===== src/rtl/imsic_pkg.sv =====
// Shared encodings for the IMSIC CSR channel initiator: request kinds,
// write ops, interrupt-file register addresses and the initiator FSM states.
package imsic_pkg;

  localparam logic [1:0] KIND_IREG_RD     = 2'b00;
  localparam logic [1:0] KIND_IREG_WR     = 2'b01;
  localparam logic [1:0] KIND_TOPEI_RD    = 2'b10;
  localparam logic [1:0] KIND_TOPEI_CLAIM = 2'b11;

  localparam logic [1:0] OP_NONE = 2'b00;
  localparam logic [1:0] OP_RW   = 2'b01;
  localparam logic [1:0] OP_SET  = 2'b10;
  localparam logic [1:0] OP_CLR  = 2'b11;

  localparam logic [11:0] ADDR_EIDELIVERY  = 12'h070;
  localparam logic [11:0] ADDR_EITHRESHOLD = 12'h072;
  localparam logic [11:0] ADDR_EIP0        = 12'h080;
  localparam logic [11:0] ADDR_EIE0        = 12'h0C0;

  typedef enum logic [1:0] {
    ST_IDLE  = 2'd0,
    ST_ISSUE = 2'd1,
    ST_WAIT  = 2'd2,
    ST_RESP  = 2'd3
  } state_t;

  // ireg accesses (kinds 00/01) are the ones steered by iselect
  function automatic logic is_ireg(input logic [1:0] kind);
    return ~kind[1];
  endfunction

endpackage


===== src/rtl/imsic_csr_initiator_if.sv =====
// Bundle of the hart request/response handshake and the channel toward
// imsic_csr_reg. Handshake rules: a request transfers on a clock edge where
// req_vld and req_rdy are both high; req_rdy is high only while idle; rsp_vld
// is a one-cycle pulse with no back-pressure; csr_rd is a one-cycle strobe and
// the channel answers with csr_rdata_vld (csr_illegal/csr_rdata valid with it).
// The master modport is the initiator's view, slave is the hart+channel view.
interface imsic_csr_initiator_if #(
  parameter int XLEN            = 64,
  parameter int INTP_FILE_WIDTH = 3
);
  logic                       req_vld;
  logic                       req_rdy;
  logic [1:0]                 req_kind;
  logic [11:0]                req_iselect;
  logic [1:0]                 req_op;
  logic [XLEN-1:0]            req_wdata;
  logic [INTP_FILE_WIDTH-1:0] req_file;
  logic                       req_v;
  logic                       rsp_vld;
  logic [XLEN-1:0]            rsp_rdata;
  logic                       rsp_illegal;
  logic [11:0]                csr_addr;
  logic                       csr_rd;
  logic [INTP_FILE_WIDTH-1:0] intp_file_sel;
  logic                       csr_wdata_vld;
  logic                       csr_v;
  logic [XLEN-1:0]            csr_wdata;
  logic [1:0]                 csr_wdata_op;
  logic                       csr_rdata_vld;
  logic [XLEN-1:0]            csr_rdata;
  logic                       csr_illegal;

  modport master (
    input  req_vld, req_kind, req_iselect, req_op, req_wdata, req_file, req_v,
    input  csr_rdata_vld, csr_rdata, csr_illegal,
    output req_rdy, rsp_vld, rsp_rdata, rsp_illegal,
    output csr_addr, csr_rd, intp_file_sel, csr_wdata_vld, csr_v, csr_wdata, csr_wdata_op
  );

  modport slave (
    output req_vld, req_kind, req_iselect, req_op, req_wdata, req_file, req_v,
    output csr_rdata_vld, csr_rdata, csr_illegal,
    input  req_rdy, rsp_vld, rsp_rdata, rsp_illegal,
    input  csr_addr, csr_rd, intp_file_sel, csr_wdata_vld, csr_v, csr_wdata, csr_wdata_op
  );
endinterface


===== src/rtl/imsic_claim_addr.sv =====
// Maps a topei identity to the eip register holding its pending bit and the
// one-hot mask of that bit. On RV64 only even eip registers exist, so the
// register index is doubled.
module imsic_claim_addr
  import imsic_pkg::*;
#(
  parameter int XLEN = 64
) (
  input  logic [10:0]     id,
  output logic [11:0]     addr,
  output logic [XLEN-1:0] mask
);
  localparam int SHIFT = $clog2(XLEN);

  logic [11:0] idx;
  logic [11:0] step;

  // register index and bit position from the identity
  always_comb begin
    idx  = {1'b0, id >> SHIFT};
    step = (XLEN == 64) ? (idx << 1) : idx;
    addr = ADDR_EIP0 + step;
    mask = XLEN'(1) << id[SHIFT-1:0];
  end
endmodule


===== src/rtl/imsic_csr_initiator.sv =====
// Hart-side initiator: turns one indirect-CSR request into at most one
// single-cycle channel access and returns a one-cycle response.
module imsic_csr_initiator
  import imsic_pkg::*;
#(
  parameter int NR_INTP_FILES   = 7,
  parameter int XLEN            = 64,
  parameter int NR_SRC_WIDTH    = 8,
  parameter int INTP_FILE_WIDTH = 3,
  parameter int TIMEOUT         = 15
) (
  input  logic                          clk,
  input  logic                          rst,
  imsic_csr_initiator_if.master         bus,
  input  logic [NR_INTP_FILES-1:0][31:0] xtopei,
  output state_t                        dbg_state
);
  state_t          state_q, state_d;
  logic [1:0]      kind_q;
  logic [31:0]     topei_q;
  logic [3:0]      wait_cnt_q;
  logic [31:0]     topei_live;
  logic [11:0]     claim_addr;
  logic [XLEN-1:0] claim_mask;
  logic            wait_done;
  logic            issue_start;
  logic [XLEN-1:0] rsp_rdata_d;
  logic            rsp_illegal_d;
  logic [11:0]     csr_addr_d;
  logic            csr_wdata_vld_d;
  logic [1:0]      csr_op_d;
  logic [XLEN-1:0] csr_wdata_d;

  // an out-of-range file select reads as an empty topei
  assign topei_live  = (32'(bus.req_file) < NR_INTP_FILES) ? xtopei[bus.req_file] : '0;
  assign wait_done   = (wait_cnt_q == 4'(TIMEOUT - 1));
  assign issue_start = (state_q == ST_IDLE) && (state_d == ST_ISSUE);
  assign dbg_state   = state_q;

  imsic_claim_addr #(.XLEN(XLEN)) u_claim_addr (
    .id   (topei_live[26:16]),
    .addr (claim_addr),
    .mask (claim_mask)
  );

  // next state plus the response payload that goes with entering RESP
  always_comb begin
    state_d       = state_q;
    rsp_rdata_d   = '0;
    rsp_illegal_d = 1'b0;
    unique case (state_q)
      ST_IDLE: begin
        if (bus.req_vld) begin
          if (is_ireg(bus.req_kind) && (bus.req_iselect[11:8] != 4'h0)) begin
            state_d       = ST_RESP;
            rsp_illegal_d = 1'b1;
          end else if (bus.req_kind == KIND_TOPEI_RD) begin
            state_d     = ST_RESP;
            rsp_rdata_d = XLEN'(topei_live);
          end else if ((bus.req_kind == KIND_TOPEI_CLAIM) && (topei_live[26:16] == 11'd0)) begin
            state_d = ST_RESP;
          end else begin
            state_d = ST_ISSUE;
          end
        end
      end
      ST_ISSUE: state_d = ST_WAIT;
      ST_WAIT: begin
        // a reply on the terminal-count cycle still counts as a normal reply
        if (bus.csr_rdata_vld) begin
          state_d       = ST_RESP;
          rsp_rdata_d   = (kind_q == KIND_TOPEI_CLAIM) ? XLEN'(topei_q) : bus.csr_rdata;
          rsp_illegal_d = bus.csr_illegal;
        end else if (wait_done) begin
          state_d       = ST_RESP;
          rsp_illegal_d = 1'b1;
        end
      end
      ST_RESP: state_d = ST_IDLE;
      default: state_d = ST_IDLE;
    endcase
  end

  // channel access fields derived from the request being accepted
  always_comb begin
    csr_addr_d      = bus.req_iselect;
    csr_wdata_vld_d = 1'b0;
    csr_op_d        = OP_NONE;
    csr_wdata_d     = '0;
    if (bus.req_kind == KIND_IREG_WR) begin
      csr_wdata_vld_d = 1'b1;
      csr_op_d        = bus.req_op;
      csr_wdata_d     = bus.req_wdata;
    end else if (bus.req_kind == KIND_TOPEI_CLAIM) begin
      csr_addr_d      = claim_addr;
      csr_wdata_vld_d = 1'b1;
      csr_op_d        = OP_CLR;
      csr_wdata_d     = claim_mask;
    end
  end

  // state register
  always_ff @(posedge clk) begin
    if (rst) state_q <= ST_IDLE;
    else     state_q <= state_d;
  end

  // request latch and saturating WAIT counter, cleared on entry to WAIT
  always_ff @(posedge clk) begin
    if (rst) begin
      kind_q     <= KIND_IREG_RD;
      topei_q    <= '0;
      wait_cnt_q <= '0;
    end else begin
      if ((state_q == ST_IDLE) && bus.req_vld) begin
        kind_q  <= bus.req_kind;
        topei_q <= bus.req_kind[1] ? topei_live : 32'd0;
      end
      if ((state_d == ST_WAIT) && (state_q != ST_WAIT)) wait_cnt_q <= '0;
      else if ((state_q == ST_WAIT) && (wait_cnt_q != 4'hF)) wait_cnt_q <= wait_cnt_q + 4'd1;
    end
  end

  // registered outputs; channel fields are non-zero only in the ISSUE cycle
  always_ff @(posedge clk) begin
    if (rst) begin
      bus.req_rdy       <= 1'b1;
      bus.rsp_vld       <= 1'b0;
      bus.rsp_rdata     <= '0;
      bus.rsp_illegal   <= 1'b0;
      bus.csr_rd        <= 1'b0;
      bus.csr_addr      <= '0;
      bus.intp_file_sel <= '0;
      bus.csr_wdata_vld <= 1'b0;
      bus.csr_v         <= 1'b0;
      bus.csr_wdata     <= '0;
      bus.csr_wdata_op  <= OP_NONE;
    end else begin
      bus.req_rdy       <= (state_d == ST_IDLE);
      bus.rsp_vld       <= (state_d == ST_RESP);
      bus.rsp_rdata     <= rsp_rdata_d;
      bus.rsp_illegal   <= rsp_illegal_d;
      bus.csr_rd        <= issue_start;
      bus.csr_addr      <= issue_start ? csr_addr_d : 12'd0;
      bus.intp_file_sel <= issue_start ? bus.req_file : '0;
      bus.csr_wdata_vld <= issue_start & csr_wdata_vld_d;
      bus.csr_v         <= issue_start & bus.req_v;
      bus.csr_wdata     <= issue_start ? csr_wdata_d : '0;
      bus.csr_wdata_op  <= issue_start ? csr_op_d : OP_NONE;
    end
  end
endmodule


===== src/flat_wrapper.sv =====
// flat-port wrapper written by rule: the top's interface ports become plain ports
module imsic_csr_initiator_flat import imsic_pkg::*;
#(
  parameter int NR_INTP_FILES   = 7,
  parameter int XLEN            = 64,
  parameter int NR_SRC_WIDTH    = 8,
  parameter int INTP_FILE_WIDTH = 3,
  parameter int TIMEOUT         = 15
)
  (clk, rst, xtopei, dbg_state, bus_req_vld, bus_req_kind, bus_req_iselect, bus_req_op, bus_req_wdata, bus_req_file, bus_req_v, bus_csr_rdata_vld, bus_csr_rdata, bus_csr_illegal, bus_req_rdy, bus_rsp_vld, bus_rsp_rdata, bus_rsp_illegal, bus_csr_addr, bus_csr_rd, bus_intp_file_sel, bus_csr_wdata_vld, bus_csr_v, bus_csr_wdata, bus_csr_wdata_op);
  imsic_csr_initiator_if #(.XLEN(XLEN), .INTP_FILE_WIDTH(INTP_FILE_WIDTH)) bus_i ();
  input  logic clk;
  input  logic rst;
  input  logic [NR_INTP_FILES-1:0][31:0] xtopei;
  output state_t dbg_state;
  input wire logic [$bits(bus_i.req_vld)-1:0] bus_req_vld;
  input wire logic [$bits(bus_i.req_kind)-1:0] bus_req_kind;
  input wire logic [$bits(bus_i.req_iselect)-1:0] bus_req_iselect;
  input wire logic [$bits(bus_i.req_op)-1:0] bus_req_op;
  input wire logic [$bits(bus_i.req_wdata)-1:0] bus_req_wdata;
  input wire logic [$bits(bus_i.req_file)-1:0] bus_req_file;
  input wire logic [$bits(bus_i.req_v)-1:0] bus_req_v;
  input wire logic [$bits(bus_i.csr_rdata_vld)-1:0] bus_csr_rdata_vld;
  input wire logic [$bits(bus_i.csr_rdata)-1:0] bus_csr_rdata;
  input wire logic [$bits(bus_i.csr_illegal)-1:0] bus_csr_illegal;
  output wire logic [$bits(bus_i.req_rdy)-1:0] bus_req_rdy;
  output wire logic [$bits(bus_i.rsp_vld)-1:0] bus_rsp_vld;
  output wire logic [$bits(bus_i.rsp_rdata)-1:0] bus_rsp_rdata;
  output wire logic [$bits(bus_i.rsp_illegal)-1:0] bus_rsp_illegal;
  output wire logic [$bits(bus_i.csr_addr)-1:0] bus_csr_addr;
  output wire logic [$bits(bus_i.csr_rd)-1:0] bus_csr_rd;
  output wire logic [$bits(bus_i.intp_file_sel)-1:0] bus_intp_file_sel;
  output wire logic [$bits(bus_i.csr_wdata_vld)-1:0] bus_csr_wdata_vld;
  output wire logic [$bits(bus_i.csr_v)-1:0] bus_csr_v;
  output wire logic [$bits(bus_i.csr_wdata)-1:0] bus_csr_wdata;
  output wire logic [$bits(bus_i.csr_wdata_op)-1:0] bus_csr_wdata_op;
  assign bus_i.req_vld = bus_req_vld;
  assign bus_i.req_kind = bus_req_kind;
  assign bus_i.req_iselect = bus_req_iselect;
  assign bus_i.req_op = bus_req_op;
  assign bus_i.req_wdata = bus_req_wdata;
  assign bus_i.req_file = bus_req_file;
  assign bus_i.req_v = bus_req_v;
  assign bus_i.csr_rdata_vld = bus_csr_rdata_vld;
  assign bus_i.csr_rdata = bus_csr_rdata;
  assign bus_i.csr_illegal = bus_csr_illegal;
  assign bus_req_rdy = bus_i.req_rdy;
  assign bus_rsp_vld = bus_i.rsp_vld;
  assign bus_rsp_rdata = bus_i.rsp_rdata;
  assign bus_rsp_illegal = bus_i.rsp_illegal;
  assign bus_csr_addr = bus_i.csr_addr;
  assign bus_csr_rd = bus_i.csr_rd;
  assign bus_intp_file_sel = bus_i.intp_file_sel;
  assign bus_csr_wdata_vld = bus_i.csr_wdata_vld;
  assign bus_csr_v = bus_i.csr_v;
  assign bus_csr_wdata = bus_i.csr_wdata;
  assign bus_csr_wdata_op = bus_i.csr_wdata_op;
  imsic_csr_initiator #(.NR_INTP_FILES(NR_INTP_FILES), .XLEN(XLEN), .NR_SRC_WIDTH(NR_SRC_WIDTH), .INTP_FILE_WIDTH(INTP_FILE_WIDTH), .TIMEOUT(TIMEOUT)) u_core (.clk(clk), .rst(rst), .bus(bus_i), .xtopei(xtopei), .dbg_state(dbg_state));
endmodule

===== config.mk =====
export PLATFORM = sky130hd
export DESIGN_NAME = imsic_csr_initiator_flat
export DESIGN_NICKNAME = d
export VERILOG_FILES = /design/src/rtl/imsic_pkg.sv /design/src/rtl/imsic_csr_initiator_if.sv /design/src/rtl/imsic_claim_addr.sv /design/src/rtl/imsic_csr_initiator.sv /design/src/flat_wrapper.sv
export SDC_FILE = /design/constraint.sdc
export NUM_CORES = 1
export LEC_CHECK = 0
export CORE_AREA = 4 4 203 205
export DETAILED_ROUTE_END_ITERATION = 12
export DIE_AREA = 0 0 207 209
export PLACE_DENSITY_LB_ADDON = 0.12
export SLEW_MARGIN = 10
export SYNTH_ARGS = -nofsm -noshare
export SYNTH_HDL_FRONTEND = slang
export SYNTH_SLANG_ARGS = --single-unit

===== constraint.sdc =====
create_clock -name clk -period 2.28 [get_ports clk]
set_input_delay 0.228 -clock clk [delete_from_list [all_inputs] [get_ports clk]]
set_output_delay 0.228 -clock clk [all_outputs]
set_load 0.05 [all_outputs]

; ---- Word level (Yosys, flattened, before mapping)
; Cells that the tools add are included.
[word_totals]
ff_bits = 191
output_inout_bits = 153
in_bits = 377
[op_classes]
n_eq_ne = 13
n_addsub = 2
shifts = 1
n_mux = 30
n_bitwise = 4
reduce_logical = 12
n_lt_le_gt_ge = 2
[op_table]
columns = cell, count
row1 = 2-to-1 mux 64 bit, 6
row2 = 2-to-1 mux 32 bit, 4
row3 = case mux 64 bit (2 select lines), 1
row4 = binary-select mux 32 bit (select 3 bit), 1
row5 = << shifter 1 x 6 -> 64 bit (first input constant), 1
row6 = 2-to-1 mux 12 bit, 2
row7 = 2-to-1 mux 2 bit, 8
row8 = == test 2 bit (second input constant), 7
row9 = logical NOT 11 bit, 1
row10 = adder 8 x 6 -> 9 bit (first input constant), 1
row11 = case mux 2 bit (4 select lines), 1
row12 = == test 2 x 1 -> 1 bit (second input constant), 3
row13 = logical AND 1 bit, 6
row14 = 2-to-1 mux 1 bit, 6
row15 = adder 4 x 1 -> 4 bit (second input constant), 1
row16 = == test 4 bit (second input constant), 1
row17 = logical NOT 2 bit, 2
row18 = less-than comparator 3 x 4 -> 1 bit (second input constant), 1
row19 = != test 4 bit (second input constant), 1
row20 = nonzero test 4 bit, 1
row21 = OR reduction 2 bit, 2
row22 = less-than comparator 3 bit (second input constant), 1
row23 = bitwise AND 1 bit, 2
row24 = != test 2 bit (second input constant), 1
row25 = 2 further kinds, 3

; ---- Depth between registers and ports, before layout
[depth]
word_depth = 14
ltp_mapped = 11
ltp_nobuf = 8

; ---- Cells and area by module
; A second synthesis with hierarchy kept.
[unflattened]
hier_cells = 997
area_unflattened_um2 = 9200.1
[by_module_without_submodules]
columns = module, cells_each, seq_area_each_um2, instances, area_per_inst_um2
row1 = imsic_csr_initiator, 888, 3823.7, 1, 8637.0
row2 = imsic_claim_addr, 109, 0.0, 1, 563.0

; ---- Worst setup path before layout
; Ideal clock, no wire load.
[synth_timing]
kind = register to register
start = reg u_core.state_q[0], in the netlist u_core.dbg_state[0]
end = reg u_core.bus.csr_addr[7]
path_stages_with_launch = 10
setup_slack_ns = -0.032
arrival_time_ns = 2.248
synth_period_minus_slack_ns = 2.312
required_time_ns = 2.216
path_buffers = 3
cell_sequence = dfxtp_1 inv_1 ha_1 clkbuf_1 inv_1 or4_1 a31o_2 buf_6 buf_6 nor2_1
[synth_via]
elab_chain_len = 7
[synth_lines]
columns = element, line
row1 = "start, declared", imsic_csr_initiator.sv:18  ; state_t state_q, state_d;
row2 = "start signal, assigned", imsic_csr_initiator.sv:105  ; else state_q <= state_d;
row3 = 2-to-1 mux 2 bit, imsic_csr_initiator.sv:74  ; end else if (wait_done) begin
row4 = 2-to-1 mux 2 bit, imsic_csr_initiator.sv:70  ; if (bus.csr_rdata_vld) begin
row5 = case mux 2 bit (4 select lines), imsic_csr_initiator.sv:51  ; unique case (state_q)
row6 = == test 2 x 1 -> 1 bit, imsic_csr_initiator.sv:37  ; assign issue_start = (state_q == ST_IDLE) && (state_d == ST_ISSUE);
row7 = logical AND 1 bit (*), imsic_csr_initiator.sv:37
row8 = inverter 1 bit (no line) (*), -
row9 = OR reduction 2 bit (no line) (*), -
row10 = "end signal, assigned", imsic_csr_initiator.sv:144  ; bus.csr_addr <= issue_start ? csr_addr_d : 12'd0;
row11 = "end, declared", imsic_csr_initiator_if.sv:37  ; output csr_addr, csr_rd, intp_file_sel, csr_wdata_vld, csr_v, csr_wdata, csr_wdata_op
; Mark *: on every way between the ends. The rest lies on a longest branch, timed or not.
; A chain may end at the register's enable or synchronous reset.

; ---- Worst setup path after layout
[layout_timing]
start = in xtopei[214] (netlist name)
end = reg u_core.bus.csr_wdata[27]
[layout_via]
elab_chain_len = 14
[layout_lines]
columns = element, line
row1 = "start, declared", flat_wrapper.sv:14  ; input logic [NR_INTP_FILES-1:0][31:0] xtopei;
row2 = binary-select mux 32 bit (select 3 bit), imsic_csr_initiator.sv:35  ; assign topei_live = (32'(bus.req_file) < NR_INTP_FILES) ? xtopei[bus.req_file] : '0;
row3 = 2-to-1 mux 32 bit (not written as such), imsic_csr_initiator.sv:35
row4 = 2-to-1 mux 32 bit, imsic_csr_initiator.sv:35
row5 = logical NOT 11 bit, imsic_csr_initiator.sv:60  ; end else if ((bus.req_kind == KIND_TOPEI_CLAIM) && (topei_live[26:16] == 11'd0)) begin
row6 = logical AND 1 bit, imsic_csr_initiator.sv:60
row7 = 2-to-1 mux 2 bit, imsic_csr_initiator.sv:60
row8 = 2-to-1 mux 2 bit, imsic_csr_initiator.sv:57  ; end else if (bus.req_kind == KIND_TOPEI_RD) begin
row9 = 2-to-1 mux 2 bit, imsic_csr_initiator.sv:54  ; if (is_ireg(bus.req_kind) && (bus.req_iselect[11:8] != 4'h0)) begin
row10 = 2-to-1 mux 2 bit, imsic_csr_initiator.sv:53  ; if (bus.req_vld) begin
row11 = case mux 2 bit (4 select lines), imsic_csr_initiator.sv:51
row12 = == test 2 x 1 -> 1 bit, imsic_csr_initiator.sv:37
row13 = logical AND 1 bit, imsic_csr_initiator.sv:37
row14 = inverter 1 bit (no line), -
row15 = OR reduction 2 bit (no line), -
row16 = "end signal, assigned", imsic_csr_initiator.sv:148  ; bus.csr_wdata <= issue_start ? csr_wdata_d : '0;
row17 = "end, declared", imsic_csr_initiator_if.sv:37
; No other way between the ends. The select of a mux whose other input is x is not followed.

==> results.yml <==
run_status:
  outcome: "finished clean"
sta:
  final-setup-viol-count: 0
  timing_worst_slew_pin_value_ns: 0.631
  slew_headroom: 0.578
  skew_ns: 0.0103
  timing.final.crit_period_ns: 2.21
  slew_viol_final: 0
  setup_repair_after_global_routing_missed_its_margin: "false"
  final_hold_viol_count: 0
  final_min_period_over_clock_period: 0.969
  setup_tns_ns: 0
  fmax_mhz: 453
cts:
  cts.reportedPaths.clkPinSlew_ns: 0.07
  htreeDepth: 4
  postCtsHoldBufs: 0
  clock-sinks: 191
  tritoncts.num_buffers: 17
  cts_max_path_buffers: 2
  cts-root-buf: "clkbuf_16"
  clkLatencyLatePin_ns: 0.44
  cts_tree: "yes"
setup_path:
  timing.critical_path.to_type: "register"
  arrival_ns: 2.54
  cp_data_required_time_ns: 2.61
  worstPathMaxFanout: 37
  worstSetupStartpointType: "input port"
  timing.reg2reg.worst_path_depth: 9
  crit-reg2reg-capture: "u_core.bus.rsp_rdata[14]$_SDFF_PP0_"
  setup.worst_path.start: "xtopei[214]"
  setup.reg_to_reg.worst_slack_ns: 0.18
  critPathKind: "in2reg"
  crit_end: "u_core.bus.csr_wdata[27]$_SDFF_PP0_"
  crit-reg2reg-launch: "u_core.dbg_state[0]$_SDFF_PP0_"
place:
  detailed_place.area_sq_mm: 0.0152
  numPortBuffers: 529
  place.gp.congestion: 0.797
  place_hpwl_mm: 36.4
yosys:
  cell_type_with_the_highest_aggregate_area_in_the_netlist: "dfxtp_1"
  yosys-top-cells-count: "191 x dfxtp_1, 165 x nor2_1, 55 x nand2_1"
  netlist_instances: 923
  synth.most_common_cell: "dfxtp_1"
  synth-seq-area-share: 0.435
  postSynthRegisterBits: 191
  syn_nets: 1304
  async_reset_ff_frac: 0
  yosys_cell_types: 59
  avgSynthCellArea_sq_um: 9.52
  synth-edff-count: 0
  synth_ff_type: "dfxtp_1"
  synth.cell_area_sq_mm: 0.00878
  yosys_warnings: 0
  synthTopCellsByArea: "dfxtp_1 44%, nor2_1 7.1%, mux4_2 5.6%"
  yosysTopAreaCellShare: 0.435
global_routing:
  fraction_of_met1_tracks_used_by_global_routing: 0.227
  number_of_antenna_violations_at_the_first_check_in_global_routing: 1
  global_route.usage.met3: 0.0585
  grt_max_degree: 65
  globalRoute.totalOverflow: 0
  wire_length_of_the_first_global_routing_pass_mm: 64.5
  gr-max-usage-layer: "met2"
  grt_use_total: 0.198
  grt_met2_use: 0.364
  first_global_vias: 9713
final_layout:
  drive_above_1_share: 0.138
  area_growth_from_synthesis_to_final_layout_pct: 79.8
  final_cell_area_sq_mm: 0.0158
  fin_nets: 1879
  layout.filler_cells: 3992
floorplanning:
  die_y_microns: 209
  ioPinCount: 530
  coreArea_sq_mm: 0.0395
  die_area_sq_mm: 0.0433
  std_cell_rows: 73
  start_util: 0.223
  die_width_microns: 207
pwr:
  peakVddDrop_v: 0.000338
  p_leak_uw: 0.00598
  seq_power_share: 0.355
  power_density_mw_per_mm2: 665
  share_comb_of_total_power: 0.369
  power.share.clock: 0.277
  total_net_switching_power_uw: 3690
  power.switching_fraction: 0.351
  internal_pwr_total_uw: 6810
drt:
  route.vias.total: 9348
  drcViolationCount: 0
  drt_first_pass_iters: 5
  viasPerCell: 4.59
  drt-initial-drc-count: 476
  wirelength_mm: 44.7
  drt-wirelength-per-cell_microns: 22.0
  drt.antenna.violating_nets: 0
run:
  cap_violations: 0
worst_hold_path:
  hold_class: "in2reg"
final cells by class:
cell class              count  area, sq um  share of cell area
diodes                      1         2.50            0.000158
clock buffers              19          433              0.0274
clock inverters            11          110             0.00697
inverters                  12         45.0             0.00285
multi-input cells         641         4550               0.288
flip-flops and latches    191         3820               0.242
well taps                 525          657              0.0416
repair buffers            635         6170               0.391
power groups by stage:
| stage | registers, uW | clock network, uW | logic [uW] |
|---|---|---|---|
| finish | 3720 | 2900 | 3870 |
| global route | 3750 | 3140 | 4140 |
| CTS | 3730 | 3020 | 3920 |
| detailed placement | 3800 | 0 | 3910 |
| global placement | 3800 | 0 | 3890 |
| floorplan | 4490 | 0 | 1350 |
worst max-delay path, cell delays in order:
cell and delay, ns:
clkdlybuf4s50_1 0.40, mux2_1 0.33, mux4_2 0.53, a21oi_1 0.14, and4_1 0.33, a31o_4 0.26, buf_12 0.21, nor2_1 0.08
placed cells by master (no fill, tap or decap), drive strengths merged, types with 3 or more instances in the layout:
master	instances
mux2	35
dfxtp	191
a221o	16
a21oi	55
mux2i	48
nor2	166
buf	110
o211ai	11
or3	13
nand3	6
ha	4
nor3	9
o22a	30
a221oi	16
and2	39
nand2b	3
nor4	4
mux4	22
nand4	3
nor2b	4
nand2	55
a22oi	56
clkbuf	19
clkinv	3
a32oi	14
inv	17
o21ai	5
clkdlybuf4s50	525
kinds of logic after synthesis:
family                   share of synthesized area
adder cells (fa/ha/maj)                    0.00570
XOR/XNOR                                   0.00199
flip-flops                                   0.435
AND/OR/NAND/NOR                              0.159
buffers and inverters                       0.0531
AO/OA/AOI/OAI                                0.189
multiplexers                                 0.156
worst min path at each step:
stage / slack (ns) / depth (start not counted) / to / from
floorplan: 0.32 / 1 / u_core.dbg_state[0]$_SDFF_PP0_ / rst
global placement: 0.44 / 2 / u_core.topei_q[5]$_SDFFE_PP0P_ / u_core.topei_q[5]$_SDFFE_PP0P_
detailed placement: 0.45 / 2 / u_core.topei_q[13]$_SDFFE_PP0P_ / u_core.topei_q[13]$_SDFFE_PP0P_
CTS: 0.1 / 3 / u_core.bus.csr_wdata[0]$_SDFF_PP0_ / rst
global route: 0.15 / 3 / u_core.bus.csr_wdata[0]$_SDFF_PP0_ / rst
finish: 0.13 / 3 / u_core.bus.csr_wdata[0]$_SDFF_PP0_ / rst
timing repair:
item,in CTS,in global routing
endpoints found under the hold margin,0,0
buffers inserted,0,0
endpoints found under the setup margin,0,14
resized for setup,0,3
metrics by stage:
| stage | total power, uW | util | hold slack [ns] | setup slack (ns) | cells |
|---|---|---|---|---|---|
| finish | 10500 | 0.400 | 0.131 | 0.0701 | 2035 |
| detailed placement | 7710 | 0.386 | 0.446 | -0.383 | 2004 |
| global route | 11000 | 0.400 | 0.146 | 0.00148 | 2034 |
| global placement | 7690 | 0.386 | 0.441 | -0.351 | 2004 |
| floorplan | 5840 | - | 0.320 | 0.0660 | 923 |
| CTS | 10700 | 0.400 | 0.0990 | 0.0756 | 2034 |
flip-flops by register name, summed over array words and instances, names as in the netlist:
signal / count
u_core.bus.csr_addr: 12
u_core.bus.csr_rd: 1
u_core.bus.csr_v: 1
u_core.bus.csr_wdata: 64
u_core.bus.csr_wdata_op: 2
u_core.bus.csr_wdata_vld: 1
u_core.bus.intp_file_sel: 3
u_core.bus.req_rdy: 1
u_core.bus.rsp_illegal: 1
u_core.bus.rsp_rdata: 64
u_core.bus.rsp_vld: 1
u_core.dbg_state: 2
u_core.kind_q: 2
u_core.topei_q: 32
u_core.wait_cnt_q: 4
metal layers:
| metal | wire [microns] | share of wire |
|---|---|---|
| met5 | 0 | 0 |
| met4 | 608 | 0.014 |
| met3 | 2980 | 0.067 |
| met2 | 23200 | 0.52 |
| met1 | 17900 | 0.40 |
No activity file was read; power rests on OpenSTA's default activity.
